## config.mk

```make
export PLATFORM = sky130hd
export DESIGN_NAME = task_4_frame_arbiter
export DESIGN_NICKNAME = d
export VERILOG_FILES = /design/src/rtl/task_4_frame_arbiter.sv
export SDC_FILE = /design/constraint.sdc
export NUM_CORES = 1
export LEC_CHECK = 0
export CAP_MARGIN = 20
export CORE_MARGIN = 2
export CORE_UTILIZATION = 46
export DETAILED_ROUTE_END_ITERATION = 10
export PLACE_DENSITY = 0.86
export SYNTH_ARGS = -nofsm -noshare
export SYNTH_HDL_FRONTEND = slang
export SYNTH_SLANG_ARGS = --single-unit
```

## constraint.sdc

```tcl
create_clock -name i_clk -period 4.7 [get_ports i_clk]
set_clock_uncertainty 0.2 [all_clocks]
set_input_delay 0.94 -clock i_clk [delete_from_list [all_inputs] [get_ports i_clk]]
set_output_delay 0.94 -clock i_clk [all_outputs]
set_load 0.02 [all_outputs]
```

## src/rtl/task_4_frame_arbiter.sv

```systemverilog
// Frame-granular round-robin arbiter: N_SRC valid/ready/last byte sources share one
// downstream task-input stream; a granted source owns the link until its frame ends.

module task_4_frame_arbiter_lane (
  input  logic sel,
  input  logic xfer,
  input  logic drain,
  input  logic ds_ready,
  output logic ready
);
  // Owner sees downstream ready while forwarding, and unconditional ready while draining.
  assign ready = sel & ((xfer & ds_ready) | drain);
endmodule

module task_4_frame_arbiter #(
  parameter  int N_SRC     = 4,
  parameter  int DATA_W    = 8,
  parameter  int MAX_FRAME = 256,
  localparam int CNT_W     = $clog2(MAX_FRAME + 1)
) (
  input  logic                    i_clk,
  input  logic                    i_rst_n,
  input  logic [N_SRC-1:0]        i_tvalid,
  input  logic [N_SRC*DATA_W-1:0] i_tdata,
  input  logic [N_SRC-1:0]        i_tlast,
  output logic [N_SRC-1:0]        o_tready,
  output logic                    o_tvalid,
  output logic [DATA_W-1:0]       o_tdata,
  output logic                    o_tlast,
  input  logic                    i_ds_ready,
  input  logic                    i_ds_busy,
  output logic [N_SRC-1:0]        o_grant,
  output logic [CNT_W-1:0]        o_frame_len,
  output logic                    o_frame_done,
  output logic                    o_err_overlen
);
  localparam int                IDX_W    = $clog2(N_SRC);
  localparam int                LAST_RST = N_SRC - 1;
  localparam int                MAX_M1   = MAX_FRAME - 1;
  localparam logic [IDX_W:0]    NSRC_L   = N_SRC[IDX_W:0];
  localparam logic [IDX_W-1:0]  PTR_RST  = LAST_RST[IDX_W-1:0];
  localparam logic [CNT_W-1:0]  CNT_LIM  = MAX_M1[CNT_W-1:0];
  localparam logic [CNT_W-1:0]  LEN_MAX  = MAX_FRAME[CNT_W-1:0];

  typedef enum logic [1:0] {IDLE, GRANT, XFER, DRAIN} state_t;

  state_t                         state, state_nxt;
  logic [IDX_W-1:0]               gnt, last, win;
  logic                           win_vld;
  logic [IDX_W:0]                 cand;
  logic [CNT_W-1:0]               count;
  logic [N_SRC-1:0][DATA_W-1:0]   data_arr;
  logic                           sel_vld, sel_last, at_max, accept;
  logic                           in_xfer, in_drain;

  assign data_arr = i_tdata;
  assign sel_vld  = i_tvalid[gnt];
  assign sel_last = i_tlast[gnt];
  assign at_max   = (count == CNT_LIM);
  assign in_xfer  = (state == XFER);
  assign in_drain = (state == DRAIN);
  assign accept   = in_xfer & sel_vld & i_ds_ready;

  // First requester after the previous owner, wrapping around.
  always_comb begin
    win     = '0;
    win_vld = 1'b0;
    cand    = '0;
    for (int i = 1; i <= N_SRC; i++) begin
      cand = {1'b0, last} + i[IDX_W:0];
      if (cand >= NSRC_L) cand = cand - NSRC_L;
      if (!win_vld && i_tvalid[cand[IDX_W-1:0]]) begin
        win     = cand[IDX_W-1:0];
        win_vld = 1'b1;
      end
    end
  end

  always_ff @(posedge i_clk or negedge i_rst_n) begin
    if (!i_rst_n) state <= IDLE;
    else          state <= state_nxt;
  end

  always_comb begin
    state_nxt = state;
    case (state)
      IDLE:  if (win_vld && !i_ds_busy) state_nxt = GRANT;
      GRANT: state_nxt = XFER;
      XFER:  if (accept) begin
               if (sel_last)    state_nxt = IDLE;
               else if (at_max) state_nxt = DRAIN;
             end
      DRAIN: if (sel_vld && sel_last) state_nxt = IDLE;
      default: state_nxt = IDLE;
    endcase
  end

  assign o_grant  = (state != IDLE) ? ({{(N_SRC-1){1'b0}}, 1'b1} << gnt) : '0;
  assign o_tvalid = in_xfer & sel_vld;
  assign o_tdata  = in_xfer ? data_arr[gnt] : '0;
  assign o_tlast  = in_xfer & (sel_last | at_max);

  for (genvar k = 0; k < N_SRC; k++) begin : g_lane
    task_4_frame_arbiter_lane u_lane (
      .sel      (o_grant[k]),
      .xfer     (in_xfer),
      .drain    (in_drain),
      .ds_ready (i_ds_ready),
      .ready    (o_tready[k])
    );
  end

  always_ff @(posedge i_clk or negedge i_rst_n) begin
    if (!i_rst_n) begin
      gnt           <= '0;
      last          <= PTR_RST;
      count         <= '0;
      o_frame_len   <= '0;
      o_frame_done  <= 1'b0;
      o_err_overlen <= 1'b0;
    end else begin
      o_frame_done  <= 1'b0;
      o_err_overlen <= 1'b0;
      case (state)
        IDLE:  if (state_nxt == GRANT) gnt <= win;
        GRANT: count <= '0;
        XFER:  if (accept) begin
                 count <= count + 1'b1;
                 if (sel_last) begin
                   o_frame_len  <= count + 1'b1;
                   o_frame_done <= 1'b1;
                   last         <= gnt;
                 end else if (at_max) begin
                   // Truncated: the rest of the source frame is swallowed in DRAIN.
                   o_frame_len   <= LEN_MAX;
                   o_frame_done  <= 1'b1;
                   o_err_overlen <= 1'b1;
                 end
               end
        DRAIN: if (sel_vld && sel_last) last <= gnt;
        default: ;
      endcase
    end
  end

endmodule

```

### Word level (Yosys, flattened, before mapping)

Cells that the tools add are included.

| storage, ports and cells | value |
|---|---|
| bits in latches | 0 |
| flip-flop bits (word level) | 26 |
| input bits | 44 |
| memories | 0 |
| output and inout bits | 29 |
| memory bits (writable) | 0 |
| memory bits (read-only) | 0 |
| word-level logic and storage cells | 111 |

| operators by class | value |
|---|---|
| div/mod/pow operators | 0 |
| shifts and indexed selects | 1 |
| $mul | 0 |
| order comparisons | 9 |
| multiplexer cells | 49 |
| eq/ne operators | 8 |
| bitwise operators | 10 |
| reductions and logical operators | 18 |
| add/sub/neg operators | 9 |

Operators with widths:

| operator | count |
|---|---|
| 2-to-1 mux 2 bit | 16 |
| 2-to-1 mux 9 bit | 3 |
| one-hot mux 9 bit (2 select lines) | 1 |
| 2-to-1 mux 1 bit | 17 |
| binary-select mux 8 bit (select 2 bit) | 1 |
| 2-to-1 mux 8 bit | 2 |
| less-than comparator 2 x 3 -> 1 bit, second input constant | 5 |
| binary-select mux 1 bit (select 2 bit) | 6 |
| >= comparator 3 bit, second input constant | 4 |
| adder 9 x 1 -> 9 bit, second input constant | 1 |
| equality test 9 x 8 -> 1 bit, second input constant | 1 |
| bitwise AND 1 bit | 8 |
| one-hot mux 2 bit (4 select lines) | 1 |
| nonzero test 2 bit | 4 |
| subtractor 2 x 1 -> 2 bit, second input constant | 4 |
| adder 2 x 2 -> 3 bit, second input constant | 2 |
| inequality test 2 bit, second input constant | 3 |
| logical AND 1 bit | 5 |
| equality test 2 x 1 -> 1 bit, second input constant | 2 |
| equality test 2 bit, second input constant | 2 |
| zero test 1 bit | 4 |
| 2-to-1 mux 4 bit | 1 |
| one-hot mux 2 bit (2 select lines) | 1 |
| AND reduction 2 bit | 2 |
| 7 further kinds | 8 |

### Longest topological paths before layout

| depth | value |
|---|---|
| word-level depth | 20 |
| gate-level depth with buffers | 8 |
| gate-level depth less buffers | 8 |

### By module

Synthesis repeated with hierarchy kept, for this count alone.

| second synthesis, totals | value |
|---|---|
| cell total of the unflattened synthesis | 150 |
| area total of the unflattened synthesis | 1,639.1 um^2 |

By module, submodules not included:

| module | cells an instance | sequential area each (um^2) | instances | area an instance (um^2) |
|---|---|---|---|---|
| task_4_frame_arbiter | 142 | 653.1 | 1 | 1,594.0 |
| task_4_frame_arbiter_lane | 2 | 0.0 | 4 | 11.3 |

### Least setup slack after synthesis

Ideal clock, no wire load.

| path | value |
|---|---|
| kind | input to output |
| start | input port i_tlast[3] |
| end | output port o_tlast |
| stages | 3 |
| data required time | 3,560 ps |
| data arrival time | 1,687 ps |
| setup slack | 1,873 ps |
| path buffers | 0 |
| cell sequence | mux4_2 -> nor2_1 -> nor2_1 |

| between the ends | value |
|---|---|
| longest elaborated chain between the ends | 4 |

RTL lines:

| element | line | source |
|---|---|---|
| start: declaration | 25 | `input logic [N_SRC-1:0] i_tlast,` |
| binary-select mux 1 bit (select 2 bit) | 58 | `assign sel_last = i_tlast[gnt];` |
| 2-to-1 mux 1 bit (not written as such) | 58 |  |
| bitwise OR 1 bit | 101 | `assign o_tlast = in_xfer & (sel_last \| at_max);` |
| bitwise AND 1 bit | 101 |  |
| end: declaration | 29 | `output logic o_tlast,` |

No other way between the ends. The select of a mux whose other input is x is not followed.

### Final worst setup path

| path | value |
|---|---|
| start | input port i_tvalid[0] |
| end | output port o_tvalid |

| between the ends | value |
|---|---|
| longest elaborated chain between the ends | 3 |

RTL lines:

| element | line | source |
|---|---|---|
| start: declaration | 23 | `input logic [N_SRC-1:0] i_tvalid,` |
| binary-select mux 1 bit (select 2 bit) | 57 | `assign sel_vld = i_tvalid[gnt];` |
| 2-to-1 mux 1 bit (not written as such) | 57 |  |
| bitwise AND 1 bit | 99 | `assign o_tvalid = in_xfer & sel_vld;` |
| end: declaration | 27 | `output logic o_tvalid,` |

No other way between the ends. The select of a mux whose other input is x is not followed.

==> results.md <==
- Outcome: completed
- Critical path arrival: 2660 ps
- Antenna violations before repair: 0
- Cell Rows: 22
- Mapped Cells: 165
- Tot GR Track Use: 21.2%
- Tightest Pin Transition: 739 ps
- Initial Utilization: 47.2%
- Fin. Hold Viols: 0
- Area Overhead vs Synth: 44.2%
- Drt total wl: 4310 um
- Synth top area share: 35.0%
- Critical-path top delay cell: mux4_2
- RSZ-0062 raised after global routing: no
- Setup Viol. Count Final: 0
- Crit Path Class: in2out
- Final GP Congestion: 0.802
- Drt pass-1 iters: 4
- Postcts setup bufs: 0
- Yosys cell types: 46
- Mean Syn Cell Area: 10.4 um2
- Clk sink count: 26
- Post-route setup TNS: 0 ps
- Via count: 1,507
- Detailed Place HPWL: 3190 um
- CTS Buffer Depth: 2
- First-pass GRT wire length: 6910 um
- Slowest stage delay, CP: 570 ps
- Post-CTS resize count: 0
- N_diodes: 0
- Routed wire length per instance: 15.7 um
- Fraction of layout cells with a size suffix above 1: 9.69%
- Chip Height: 65.0 um
- Hold buffers post-CTS: 0
- Die footprint: 4230 um2
- VDD IR max: 274 uV
- Yosys top cell by area: dfrtp_1
- Synthesized area: 1710 um2
- Fmax: 263 MHz
- Final min period: 3800 ps
- Post-synthesis mux area share: 16.3%
- Crit path launch type: primary input
- IO Port Bufs: 72
- Number of global-route vias before repair: 1,444
- Final worst slack: 896 ps
- Worst slew margin: 50.7%
- Simple-Gate Fraction of Synth Area: 19.3%
- Pre-CTS WS: 895 ps
- Min-Delay Path Class: reg2reg
- Post-synth EDFFs: 0
- Worst-path clk slew: 90 ps
- Pwr Density: 547 nW/um2
- Most used cell, CP: clkdlybuf4s50_1
- Largest family of logic cells by synthesized area: simple AND/OR/NAND/NOR gates
- Synth Area in XOR/XNOR: 2.55%
- Synth area leaders: dfrtp_1, mux4_2, mux4_1, nor2b_1, o2bb2ai_1
- Area share of fa/ha/maj cells after synthesis: 1.46%
- CTS buffer count: 3
- Sequential share of the synthesized area: 38.1%
- Fin. max-slew vios: 0
- # IOs: 73
- Synth warnings: 0
- Vias per inst: 5.48
- CTS tree: done
- MaxCap Viol Count: 0
- Period utilization: 80.9%
- GRT Residual Overflow: 0
- Initial DRC count: 36
- Final ANT Viol Nets: 0
- Crit Path Max Fanout: 6
- Core Area: 3630 um2
- Compound-Gate Fraction of Synth Area: 15.2%
- Worst EP required: 3560 ps
- Fill cells: 286
- Leakage: 0.976 nW
- Hold WS: 294 ps
- # H-tree levels: 1
- Root buffer cell: clkbuf_8
- Crit. End Element: primary output
- Post-synth ARST share: 100%
- Largest net degree at the start of global routing: 27
- Net Count, Synth: 211
- CP cell instances: clkdlybuf4s50_1, mux4_2, inv_1, nor2_1, clkdlybuf4s50_1
- Clock Latency Late Sink: 280 ps
- #FFs+latches synth: 26
- DR DRC count: 0
- Final net count: 274
- Main synth FF type: dfrtp_1
- Die X: 65.0 um
## cell usage after synthesis, drive strengths merged, types with 2 or more instances
cell	number
clkbuf	4
nand2	13
buf	11
o21ai	8
inv	5
nor3b	4
dfstp	2
nand3	5
xor2	2
dfrtp	24
a31oi	3
a21oi	4
ha	2
xnor2	3
and3b	2
mux4	10
nand2b	4
and2	2
mux2i	2
nor3	5
mux2	2
nor2b	12
nor2	14
o2bb2ai	8
## placed cells by master (no fill, tap or decap), drive strengths merged, types with 2 or more instances in the layout
cell / Yosys / routed
a21oi: 4 / 4
and2: 2 / 2
mux4: 10 / 10
o2bb2ai: 8 / 8
nand2b: 4 / 4
clkbuf: 4 / 3
mux2: 2 / 2
nor2b: 12 / 12
nand2: 13 / 13
nor3b: 4 / 4
nor3: 5 / 5
dfstp: 2 / 2
xnor2: 3 / 3
and3b: 2 / 2
xor2: 2 / 2
inv: 5 / 5
a31oi: 3 / 3
o21ai: 8 / 8
ha: 2 / 2
clkdlybuf4s50: 0 / 72
dfrtp: 24 / 24
mux2i: 2 / 2
nand3: 5 / 5
nor2: 14 / 14
## path summary, 6_finish.rpt
path	startpoint	to	cells past startpoint	slack, ps
min reg2reg	o_frame_len[6]	o_frame_len[6]	1	290
max	i_tvalid[0]	o_tvalid	5	900
max reg2reg	gnt[0]	o_frame_len[8]	4	2300
min in group asynchronous	i_rst_n	o_frame_len[8]	2	830
max in group asynchronous	i_rst_n	last[1]	2	3160
min	o_frame_len[6]	o_frame_len[6]	1	290
## sequential cells by signal, indices dropped and copies added, names as in the netlist
name	count
gnt	2
last	2
o_frame_done	1
count	9
state	2
o_frame_len	9
o_err_overlen	1
## per-stage QoR
step,cell area [um2],util (%),instances,power (mW)
final,2470,68.0,275,1.35
after global routing,2470,68.0,275,1.44
after detailed placement,2400,66.0,271,1.17
after global placement,2400,66.0,271,1.15
after floorplan,1710,-,165,0.907
after CTS,2470,68.0,275,1.36
## critical path, delay by kind of cell
family | cells | cell delay [ps]
buffers and inverters | 3 | 1110
and+or+nand+nor | 1 | 40
muxes | 1 | 570
## final cells by class
cell class / instances / area [um2] / area share [%]
inverters: 5 / 18.8 / 0.759
repair buffers: 73 / 728 / 29.5
multi-input cells: 119 / 940 / 38.0
clock buffers: 3 / 41.3 / 1.67
well taps: 48 / 60.1 / 2.43
clock inverters: 1 / 30.0 / 1.22
flip-flops and latches: 26 / 653 / 26.4
## where the power goes
group	internal (mW)	switching [mW]
logic	0.396	0.353
registers	0.295	0.122
clock network	0.114	0.0718
total	0.805	0.547
## cells by family (layout without fill, tap and decap cells)
| group | Yosys count | in the layout |
|---|---|---|
| xor gates and xnor gates | 5 | 5 |
| DFF | 26 | 26 |
| muxes | 14 | 14 |
| and+or+nand+nor | 63 | 63 |
| AOI/OAI and AO/OA | 35 | 35 |
| adders and majority gates | 2 | 2 |
| buffers and inverters | 20 | 82 |
## layer usage
metal | track usage (%) | vias up | part of all wire [%]
met4 | 7.55 | 0 | 1.6
met3 | 3.30 | 6 | 4.6
met2 | 35.7 | 50 | 52
li1 | - | 719 | -
met5 | 0 | - | 0
met1 | 27.7 | 732 | 41
Note: power is estimated with default switching activity, not from simulation.
